`config.mk`:
```
export PLATFORM = sky130hd
export DESIGN_NAME = mem_stage_stbuf
export DESIGN_NICKNAME = d
export VERILOG_FILES = /design/src/rtl/mem_stage_stbuf.sv
export SDC_FILE = /design/constraint.sdc
export NUM_CORES = 1
export LEC_CHECK = 0
export ABC_AREA = 1
export CORE_ASPECT_RATIO = 1.75
export CORE_MARGIN = 2
export CORE_UTILIZATION = 50
export CTS_CLUSTER_DIAMETER = 50
export DETAILED_ROUTE_END_ITERATION = 8
export PLACE_DENSITY = 0.69
export SLEW_MARGIN = 20
export SYNTH_ARGS = -nofsm -noshare
export SYNTH_HDL_FRONTEND = slang
export SYNTH_SLANG_ARGS = --single-unit
export TNS_END_PERCENT = 30
```
`constraint.sdc`:
```
create_clock -name i_clk -period 5.7 [get_ports i_clk]
set_input_delay 1.14 -clock i_clk [delete_from_list [all_inputs] [get_ports i_clk]]
set_output_delay 1.14 -clock i_clk [all_outputs]
set_load 0.05 [all_outputs]
```
`src/rtl/mem_stage_stbuf.sv`:
```
// ---------------------------------------------------------------------------
// mem_stage_stbuf
//
// Memory-stage front end with a store buffer. Stores from the MEM stage are
// queued in a DEPTH-entry FIFO and retire without waiting for memory. Loads
// are served by forwarding from the youngest matching buffered store, or by a
// memory read when no entry matches. A fence stalls until the buffer has
// drained.
//
// Ports:
//   i_clk, i_reset      clock (rising edge), asynchronous active-low reset
//   i_req_valid         MEM-stage request present
//   i_wren              1 = store, 0 = load
//   i_bmask             byte-lane enables (lane k = bits 8k+7:8k)
//   i_addr              byte address, bits 1:0 ignored
//   i_wdata             lane-aligned store data
//   i_fence             drain request, held until o_stall is low
//   o_stall             current request/fence not accepted
//   o_rdata             load result word (registered)
//   o_rdata_valid       one-cycle pulse with o_rdata
//   o_mem_req/we/addr/wdata/bmask
//                       memory request, held stable until i_mem_ready
//   i_mem_ready         memory accepts the request this cycle
//   i_mem_rdata         read data
//   i_mem_rvalid        read data valid
//   o_sb_count          store-buffer occupancy
// ---------------------------------------------------------------------------
module mem_stage_stbuf #(
    parameter int unsigned ADDR_W = 32,
    parameter int unsigned DATA_W = 32,
    parameter int unsigned DEPTH  = 4,
    parameter int unsigned CNT_W  = $clog2(DEPTH + 1)
) (
    input  logic              i_clk,
    input  logic              i_reset,
    input  logic              i_req_valid,
    input  logic              i_wren,
    input  logic [3:0]        i_bmask,
    input  logic [ADDR_W-1:0] i_addr,
    input  logic [DATA_W-1:0] i_wdata,
    input  logic              i_fence,
    output logic              o_stall,
    output logic [DATA_W-1:0] o_rdata,
    output logic              o_rdata_valid,
    output logic              o_mem_req,
    output logic              o_mem_we,
    output logic [ADDR_W-1:0] o_mem_addr,
    output logic [DATA_W-1:0] o_mem_wdata,
    output logic [3:0]        o_mem_bmask,
    input  logic              i_mem_ready,
    input  logic [DATA_W-1:0] i_mem_rdata,
    input  logic              i_mem_rvalid,
    output logic [CNT_W-1:0]  o_sb_count
);

    localparam int unsigned PTR_W = $clog2(DEPTH);
    localparam int unsigned WA_W  = ADDR_W - 2;

    typedef enum logic [1:0] {
        StIdle,
        StLdReq,
        StLdWait,
        StFence
    } state_e;

    // Buffer storage (word address, data, byte mask per entry)
    logic [WA_W-1:0]   r_sb_addr [DEPTH];
    logic [DATA_W-1:0] r_sb_data [DEPTH];
    logic [3:0]        r_sb_mask [DEPTH];

    logic [PTR_W-1:0]  r_head;
    logic [PTR_W-1:0]  r_tail;
    logic [CNT_W-1:0]  r_count;

    state_e            r_state;
    logic [WA_W-1:0]   r_ld_addr;
    logic [DATA_W-1:0] r_rdata;
    logic              r_rdata_valid;
    // Set while a drain write is on the bus but not yet accepted; the bus
    // must not change under it, so a miss load waits for it to complete.
    logic              r_drain_hold;

    logic [WA_W-1:0]   w_req_waddr;
    logic              w_any_match;
    logic [DATA_W-1:0] w_hit_data;
    logic [3:0]        w_hit_mask;
    logic              w_full_hit;
    logic              w_is_idle;
    logic              w_req_ld;
    logic              w_req_st;
    logic              w_full;
    logic              w_push;
    logic              w_pop;
    logic              w_ld_hit;
    logic              w_miss_go;
    logic              w_drain;
    logic              w_ld_done;
    logic              w_fence_done;
    logic              w_unused_addr;

    assign w_req_waddr   = i_addr[ADDR_W-1:2];
    assign w_unused_addr = ^i_addr[1:0];

    // Walk entries oldest to youngest so the youngest match overrides.
    always_comb begin
        w_any_match = 1'b0;
        w_hit_data  = '0;
        w_hit_mask  = '0;
        for (int i = 0; i < int'(DEPTH); i++) begin
            if ((CNT_W'(i) < r_count) &&
                (r_sb_addr[r_head + PTR_W'(i)] == w_req_waddr)) begin
                w_any_match = 1'b1;
                w_hit_data  = r_sb_data[r_head + PTR_W'(i)];
                w_hit_mask  = r_sb_mask[r_head + PTR_W'(i)];
            end
        end
    end

    assign w_full_hit   = w_any_match && ((w_hit_mask & i_bmask) == i_bmask);
    assign w_is_idle    = (r_state == StIdle);
    assign w_req_ld     = i_req_valid && !i_wren && !i_fence;
    assign w_req_st     = i_req_valid && i_wren && !i_fence;
    assign w_full       = (r_count == CNT_W'(DEPTH));
    assign w_push       = w_is_idle && w_req_st && !w_full;
    assign w_ld_hit     = w_is_idle && w_req_ld && w_full_hit;
    // Any match at all (partial included) keeps the load off the bus until
    // the overlapping stores have drained.
    assign w_miss_go    = w_is_idle && w_req_ld && !w_any_match && !r_drain_hold;
    assign w_drain      = (r_count != '0) &&
                          ((w_is_idle && !w_miss_go) || (r_state == StFence));
    assign w_pop        = w_drain && i_mem_ready;
    assign w_ld_done    = (r_state == StLdWait) && i_mem_rvalid;
    assign w_fence_done = (r_count == '0) && (w_is_idle || (r_state == StFence));

    always_comb begin
        o_stall = 1'b0;
        if (i_fence) begin
            o_stall = !w_fence_done;
        end else if (i_req_valid) begin
            if (i_wren) begin
                o_stall = !w_push;
            end else begin
                o_stall = !(w_ld_hit || w_ld_done);
            end
        end
    end

    // Memory request mux: a pending read owns the bus, otherwise the head
    // store is presented.
    always_comb begin
        o_mem_req   = 1'b0;
        o_mem_we    = 1'b0;
        o_mem_addr  = '0;
        o_mem_wdata = '0;
        o_mem_bmask = '0;
        if (r_state == StLdReq) begin
            o_mem_req  = 1'b1;
            o_mem_addr = {r_ld_addr, 2'b00};
        end else if (w_drain) begin
            o_mem_req   = 1'b1;
            o_mem_we    = 1'b1;
            o_mem_addr  = {r_sb_addr[r_head], 2'b00};
            o_mem_wdata = r_sb_data[r_head];
            o_mem_bmask = r_sb_mask[r_head];
        end
    end

    // FIFO pointers and occupancy
    always_ff @(posedge i_clk or negedge i_reset) begin
        if (!i_reset) begin
            r_head  <= '0;
            r_tail  <= '0;
            r_count <= '0;
        end else begin
            if (w_push) begin
                r_tail <= r_tail + 1'b1;
            end
            if (w_pop) begin
                r_head <= r_head + 1'b1;
            end
            unique case ({w_push, w_pop})
                2'b10:   r_count <= r_count + 1'b1;
                2'b01:   r_count <= r_count - 1'b1;
                default: r_count <= r_count;
            endcase
        end
    end

    // Entry storage needs no reset: occupancy gates every read of it.
    always_ff @(posedge i_clk) begin
        if (w_push) begin
            r_sb_addr[r_tail] <= w_req_waddr;
            r_sb_data[r_tail] <= i_wdata;
            r_sb_mask[r_tail] <= i_bmask;
        end
    end

    // Control FSM with registered load result
    always_ff @(posedge i_clk or negedge i_reset) begin
        if (!i_reset) begin
            r_state       <= StIdle;
            r_ld_addr     <= '0;
            r_rdata       <= '0;
            r_rdata_valid <= 1'b0;
            r_drain_hold  <= 1'b0;
        end else begin
            r_rdata_valid <= 1'b0;
            r_drain_hold  <= w_drain && !i_mem_ready;
            unique case (r_state)
                StIdle: begin
                    if (i_fence) begin
                        if (r_count != '0) begin
                            r_state <= StFence;
                        end
                    end else if (w_ld_hit) begin
                        r_rdata       <= w_hit_data;
                        r_rdata_valid <= 1'b1;
                    end else if (w_miss_go) begin
                        r_ld_addr <= w_req_waddr;
                        r_state   <= StLdReq;
                    end
                end
                StLdReq: begin
                    if (i_mem_ready) begin
                        r_state <= StLdWait;
                    end
                end
                StLdWait: begin
                    if (i_mem_rvalid) begin
                        r_rdata       <= i_mem_rdata;
                        r_rdata_valid <= 1'b1;
                        r_state       <= StIdle;
                    end
                end
                StFence: begin
                    if ((r_count == '0) || !i_fence) begin
                        r_state <= StIdle;
                    end
                end
                default: r_state <= StIdle;
            endcase
        end
    end

    assign o_rdata       = r_rdata;
    assign o_rdata_valid = r_rdata_valid;
    assign o_sb_count    = r_count;

endmodule

```
==> results of run 1 <==
==> flip-flops by register name, summed over array words and instances (netlist names) <==
register,flops
r_sb_data,128
r_sb_mask,16
o_rdata_valid,1
r_state,2
r_tail,2
o_sb_count,3
r_head,2
r_drain_hold,1
o_rdata,32
r_ld_addr,30
r_sb_addr,120
==> stage by stage <==
stage	std cells	hold slack [ns]	power, mW	worst slack, ns	instance area, µm²
6_report	4041	0.4751	17.01	0.1193	27490
5_1_grt	4040	0.4972	17.95	-0.01194	27480
4_1_cts	4037	0.4774	16.75	0.01337	27340
3_5_place_dp	3964	0.4617	13.97	0.2299	25930
3_3_place_gp	3964	0.4611	13.77	0.2744	25930
2_1_floorplan	3279	0.4534	9.975	0.7948	22610
==> area by class of cell <==
| cell class | count | share of cell area |
|---|---|---|
| antenna | 2 | 0.0001821 |
| clock buffer | 47 | 0.03774 |
| clock inverter | 26 | 0.01325 |
| inverter | 219 | 0.03045 |
| multi-input combinational | 2542 | 0.4070 |
| sequential | 337 | 0.3552 |
| tap | 577 | 0.02627 |
| timing repair buffer | 291 | 0.1300 |
==> layer usage <==
metal  GRT usage  share of wire  vias up
met2      0.6197           0.50     1182
met5           0        0.00019        -
li1            -              -    11080
met1      0.3824           0.34    10970
met3     0.05411          0.073      324
met4      0.2674          0.084        2
==> worst paths after layout <==
kind	start	to	slack, ns	depth (start not counted)
max	r_head[0]	o_stall	0.12	24
min in group asynchronous	i_reset	r_ld_addr[6]	0.61	1
min reg2reg	o_rdata[7]	o_rdata[7]	0.48	2
max reg2reg	r_head[0]	o_rdata[5]	1.13	23
max in group asynchronous	i_reset	r_ld_addr[23]	3.95	2
min	o_rdata[7]	o_rdata[7]	0.48	2
==> power by group <==
group	switching, mW	internal, mW	total [mW]
clock	1.11	1.64	2.75
combinational	7.51	3.58	11.1
sequential	0.210	2.95	3.16
total	8.83	8.17	17.0
==> synth_stat cells <==
| cell | instances | share of area |
|---|---|---|
| a31o_2 | 16 | 0.0062 |
| dfrtp_1 | 73 | 0.081 |
| buf_6 | 18 | 0.0090 |
| a31oi_1 | 1 | 0.00028 |
| a21boi_1 | 1 | 0.00033 |
| a21o_2 | 1 | 0.00039 |
| nand4_1 | 29 | 0.0080 |
| xnor2_1 | 2 | 0.00077 |
| buf_2 | 59 | 0.013 |
| buf_4 | 13 | 0.0043 |
| and3b_1 | 1 | 0.00039 |
| o21ai_1 | 14 | 0.0031 |
| a21oi_1 | 78 | 0.017 |
| ha_1 | 13 | 0.0072 |
| edfxtp_1 | 264 | 0.35 |
| nor2_4 | 1 | 0.00050 |
| a21o_1 | 1 | 0.00033 |
| a21boi_0 | 1 | 0.00033 |
| nand2_4 | 5 | 0.0025 |
| inv_1 | 214 | 0.036 |
| conb_1 | 1 | 0.00017 |
| clkbuf_1 | 75 | 0.012 |
| nand3b_1 | 4 | 0.0013 |
| mux2i_1 | 1 | 0.00044 |
| inv_2 | 3 | 0.00050 |
| o21ai_0 | 411 | 0.091 |
| o211ai_1 | 14 | 0.0046 |
| nor3_1 | 5 | 0.0011 |
| o21a_1 | 2 | 0.00066 |
| nor2_1 | 208 | 0.035 |
| clkinv_1 | 1 | 0.00017 |
| nor2_2 | 1 | 0.00028 |
| o2111ai_1 | 4 | 0.0015 |
| and3_1 | 3 | 0.00083 |
| nand2_1 | 1395 | 0.23 |
| buf_1 | 17 | 0.0028 |
| nand3_2 | 1 | 0.00044 |
| nand3_1 | 309 | 0.068 |
| inv_4 | 1 | 0.00028 |
| xor2_1 | 11 | 0.0043 |
| or2_2 | 3 | 0.00083 |
| nand2_2 | 3 | 0.00083 |
==> tightest hold or removal path: cells and delay by family (launching register included) <==
| kind | cells | cell delay, ns |
|---|---|---|
| flops | 1 | 0.34 |
| simple gates | 2 | 0.11 |
==> kinds of logic after synthesis <==
group	count (synthesis)
other	1
AOI/OAI and AO/OA	544
muxes	1
adders and majority gates	13
xor gates and xnor gates	13
DFF	337
buffers and inverters	401
and+or+nand+nor	1968
==> repair_timing <==
item	CTS	global route
endpoints found under the setup margin	13	68
pin swaps	0	1
cloned	0	2
resized for setup	2	30
==> out/results.tsv, run 1 <==
metric	value	unit
seqCellArea	9762	µm²
synth_compound_area_frac	0.1261	
max-slew-margin-rel	0.3415	
clk_pin_slew	0.06	ns
drive_above_1_share	0.07741	
syn_to_final_growth	21.57	%
final_cell_mix	nand2_1, o21ai_0, nand3_1	
yosysWarnings	0	
gp_congestion	1.017	
tns	0	ns
die_x	164.7	µm
antenna_found_initial	3	
rows	103	
start_util	0.5041	
synth_seq_area_share	0.4314	
die-area	47000	µm²
drt-initial-drc-count	2383	
crit_type	flip-flop to output pin	
root_buffer	clkbuf_16	
num_vias	23560	
multi_input_area	11190	µm²
first_global_vias	22630	
status	completed	
cts_tree	yes	
synthDistinctLibCells	42	
layout_commonest_cell	nand2_1	
firstDrtPassIters	7	
ctsHoldBuffers	0	
endpoint_kind	output pin	
slowest_delay	0.56	ns
clock_sinks	337	
routed_wl	85.16	mm
synth_top_family_by_area	simple AND/OR/NAND/NOR gates	
maxCapViolations	0	
crit_chain	clkinv_8 > nand2_2 > nand2_8 > buf_16 > nand2_1 > nand3_1 > nand2_1 > inv_1 > nand2_1 > nor2_1 > nand3_1 > nor2_1 > nand3_2 > nand2_1 > nor2_1 > nor2_1 > nand2_1 > nor2_1 > nand2_1 > nand2_1 > nand2_1 > nand2_1 > nand2_1 > buf_4	
p_per_area	618.8	nW/µm²
tightest_slew	0.9878	ns
final_hold_viol_count	0	
cts_setup_buffers	0	
place_hpwl	59.36	mm
setup_viol	0	
grt-ovfl-total	0	
h-tree-depth	2	
ys_seq_elements	337	
grt_util_all_layers	0.3554	
numCtsBuffers	40	
fill_cells	4026	
core_area	44850	µm²
ios	214	
crit_fanout	44	
via_per_inst	5.829	
cp-start-kind	flip-flop	
critPathBufInv	4	
syn-cell-area	22610	µm²
clk_path_buf_depth	3	
synthAdderAreaFrac	0.007194	
fin_nets	3551	
rsz0062_at_grt	yes	
netlist_instances	3278	
finalMaxSlewViolations	0	
clock_skew	0.01816	ns
synth_xor_area_frac	0.005036	
fmax	179.2	MHz
period_share	0.9791	
cp_slowest_cell	dfrtp_4	
fp.dieH	285.3	µm
worstSkewPairLatency	0.56	ns
hold_class	flip-flop to flip-flop	
grt_pass1_wl	126.2	mm
routedWlPerCell	21.07	µm
irDropWorstVdd	0.4927	mV
drc	0	
yosys.area_share.simple	0.3516	
cpLargestDelayFamily	simple AND/OR/NAND/NOR gates	
final_util	0.6129	
ant_nets	0	
synthMuxAreaShare	0.0004427	
grt_max_degree	110	
crit_required	4.56	ns
portBuffers	209	
syn_area_per_cell	6.897	µm²
worst_ep_arrival_time	4.44	ns
leakagePower	12.46	nW
fin_crit	5.581	ns
crit_top_cell	nand2_1	
Note: power is estimated with default switching activity, not from simulation.
==> inputs of run 2 (changes only) <==
--- a/constraint.sdc
+++ b/constraint.sdc
@@ -3,2 +3,2 @@
 set_output_delay 1.14 -clock i_clk [all_outputs]
-set_load 0.05 [all_outputs]
+set_load 0.02 [all_outputs]
==> out/results.tsv, run 2 (synthesis gave the netlist of run 1 again) <==
metric	value	unit	change
startpoint	r_head[0]		
finalMaxSlewViolations	0		unchanged
rows	103		unchanged
antenna_found_initial	3		unchanged
cp-start-kind	flip-flop		
drive_above_1_share	0.06950		-0.007916
cts_tree	yes		
grt-ovfl-total	0		unchanged
grt_pass1_wl	128.8	mm	+2.0%
r2r_start	r_head[0]		
clock_skew	0.01843	ns	+0.0002719 ns
leakagePower	13.13	nW	+5.4%
setup_viol	0		unchanged
p_int	7.390	mW	-9.6%
numCtsBuffers	35		-13%
worst_hold_slack	0.4776	ns	+0.002546 ns
crit_top_cell	nand2_1		
crit_required	4.56	ns	about the same
cp_slowest_cell	clkdlybuf4s50_1		
combPwrFrac	0.637		-0.015
clock_sinks	337		unchanged
crit_type	flip-flop to output pin		
clk_pin_slew	0.06	ns	about the same
switchingPower	7.625	mW	-14%
layout_commonest_cell	nand2_1		
fmax	180.5	MHz	+0.73%
firstDrtPassIters	6		-1
ctsHoldBuffers	0		unchanged
crit_fanout	26		-41%
fp.dieH	285.3	µm	unchanged
worstSkewPairLatency	0.54	ns	-0.02 ns
num_vias	23610		+0.21%
die_x	164.7	µm	unchanged
routed_wl	86.33	mm	+1.4%
clkPwrFrac	0.154		-0.008
grt_max_degree	148		+35%
sw_frac_of_total	0.5078		-0.01165
hold_class	flip-flop to flip-flop		
rsz0062_at_grt	no		
ant_nets	0		unchanged
cpLargestDelayFamily	simple AND/OR/NAND/NOR gates		
endpoint_kind	output pin		
max-slew-margin-rel	0.3696		+0.02813
final_hold_viol_count	0		unchanged
first_global_vias	22900		+1.2%
fin_nets	3604		+1.5%
h-tree-depth	2		unchanged
seqPwrFrac	0.209		+0.023
ios	214		unchanged
fin_cells	4090		+1.2%
hp-start	o_rdata[22]		
status	completed		
drt-initial-drc-count	2543		+6.7%
top_register	r_sb_data		
via_per_inst	5.771		-0.99%
tns	0	ns	unchanged
core_area	44850	µm²	unchanged
dp_slack	-0.1296	ns	-0.3596 ns
place_hpwl	60.25	mm	+1.5%
portBuffers	209		unchanged
irDropWorstVdd	0.3454	mV	-30%
worst_ep_arrival_time	4.40	ns	-0.04 ns
gp_congestion	0.9813		-3.5%
fin_crit	5.540	ns	-0.04047 ns
post-place-cells	4017		+1.3%
syn_to_final_growth	20.32	%	
critPathBufInv	5		+1
tightest_slew	0.9456	ns	-0.04219 ns
drc	0		unchanged
period_share	0.9720		-0.007100
fill_cells	4131		+2.6%
maxCapViolations	0		unchanged
slowest_delay	0.63	ns	+0.07 ns
crit_chain	inv_12 > nand2_4 > nand2_8 > buf_4 > nand2_1 > nand3_2 > nand2_1 > nor2_1 > nand2_1 > nor2_1 > nand2_1 > inv_1 > nand2_1 > nand3_1 > nor2_2 > nand2_4 > a21o_2 > nand3_2 > buf_12 > o21ai_0 > clkdlybuf4s50_1		
grt_util_all_layers	0.3628		+0.007343
root_buffer	clkbuf_16		
fin_ws	0.1597	ns	+0.04047 ns
routedWlPerCell	21.11	µm	+0.16%
final_cell_mix	nand2_1, o21ai_0, nand3_1		
largest_reg_flops	128		unchanged
p_per_area	552.0	nW/µm²	-11%
die-area	47000	µm²	unchanged
start_util	0.5041		unchanged
clk_path_buf_depth	3		unchanged
[run 2: changes by cell type in the layout (fill, tap and decap cells not counted), sizes merged]
cell,previous run,this run
dlymetal6s2s,0,49
clkdlybuf4s50,139,154
buf,150,140
clkinvlp,6,0
bufinv,7,2
bufbuf,0,3
dlygate4sd2,0,3
clkinv,12,14
inv,220,219
nand2,1404,1403
[run 2: final timing paths]
path / to / slack (ns) / cells after the start
worst max-delay path: o_mem_addr[18] / 0.16 / 21
worst min-delay path: o_rdata[22] / 0.48 / 2
worst max register to register: o_rdata[27] / 1.41 / 21
worst min register to register: o_rdata[22] / 0.48 / 2
max in group asynchronous: r_head[1] / 3.94 / 2
min in group asynchronous: r_ld_addr[12] / 0.67 / 1
[run 2: layout make-up]
type	count	area, µm²	share of cell area
multi-input cells	2541	11180	0.4110
flip-flops and latches	337	9762	0.3589
repair buffers	350	3582	0.1317
clock buffers	48	975.9	0.03588
inverters	219	834.6	0.03068
well taps	577	721.9	0.02654
clock inverters	16	141.4	0.005198
diodes	2	5.005	0.0001840
[run 2: worst register-to-register path: cells and delay by family, from the launching register on]
family	cells	cell delay, ns
and+or+nand+nor	17	2.75
buffers and inverters	3	0.68
DFF	1	0.57
AOI/OAI and AO/OA	1	0.18
[run 2: stage by stage]
stage,util,area [µm²],power (mW)
floorplan,-,22610,9.004
global placement,0.5728,25690,12.18
detailed placement,0.5728,25690,12.37
CTS,0.6015,26970,14.88
global route,0.6065,27200,16.02
finish,0.6065,27200,15.02
[run 2: what timing repair did]
action,4_1_cts,5_1_grt
setup buffers,0,3
setup endpoints to repair,67,64
gates resized for setup,21,59
endpoints found under the hold margin,0,0
gates cloned,3,1
[run 2: power groups by stage]
stage	logic (mW)	clock network (mW)	registers (mW)
6_report	9.56	2.31	3.14
3_5_place_dp	9.19	0	3.18
4_1_cts	9.40	2.34	3.14
2_1_floorplan	5.76	0	3.24
3_3_place_gp	9.02	0	3.17
5_1_grt	10.4	2.42	3.17
[run 2: layer usage]
layer	vias up	wire length [µm]	track usage
met4	2	7467	0.2774
met3	334	5783	0.04771
met2	1140	43640	0.6410
met5	-	8	0
met1	10960	29430	0.3856
li1	11170	-	-
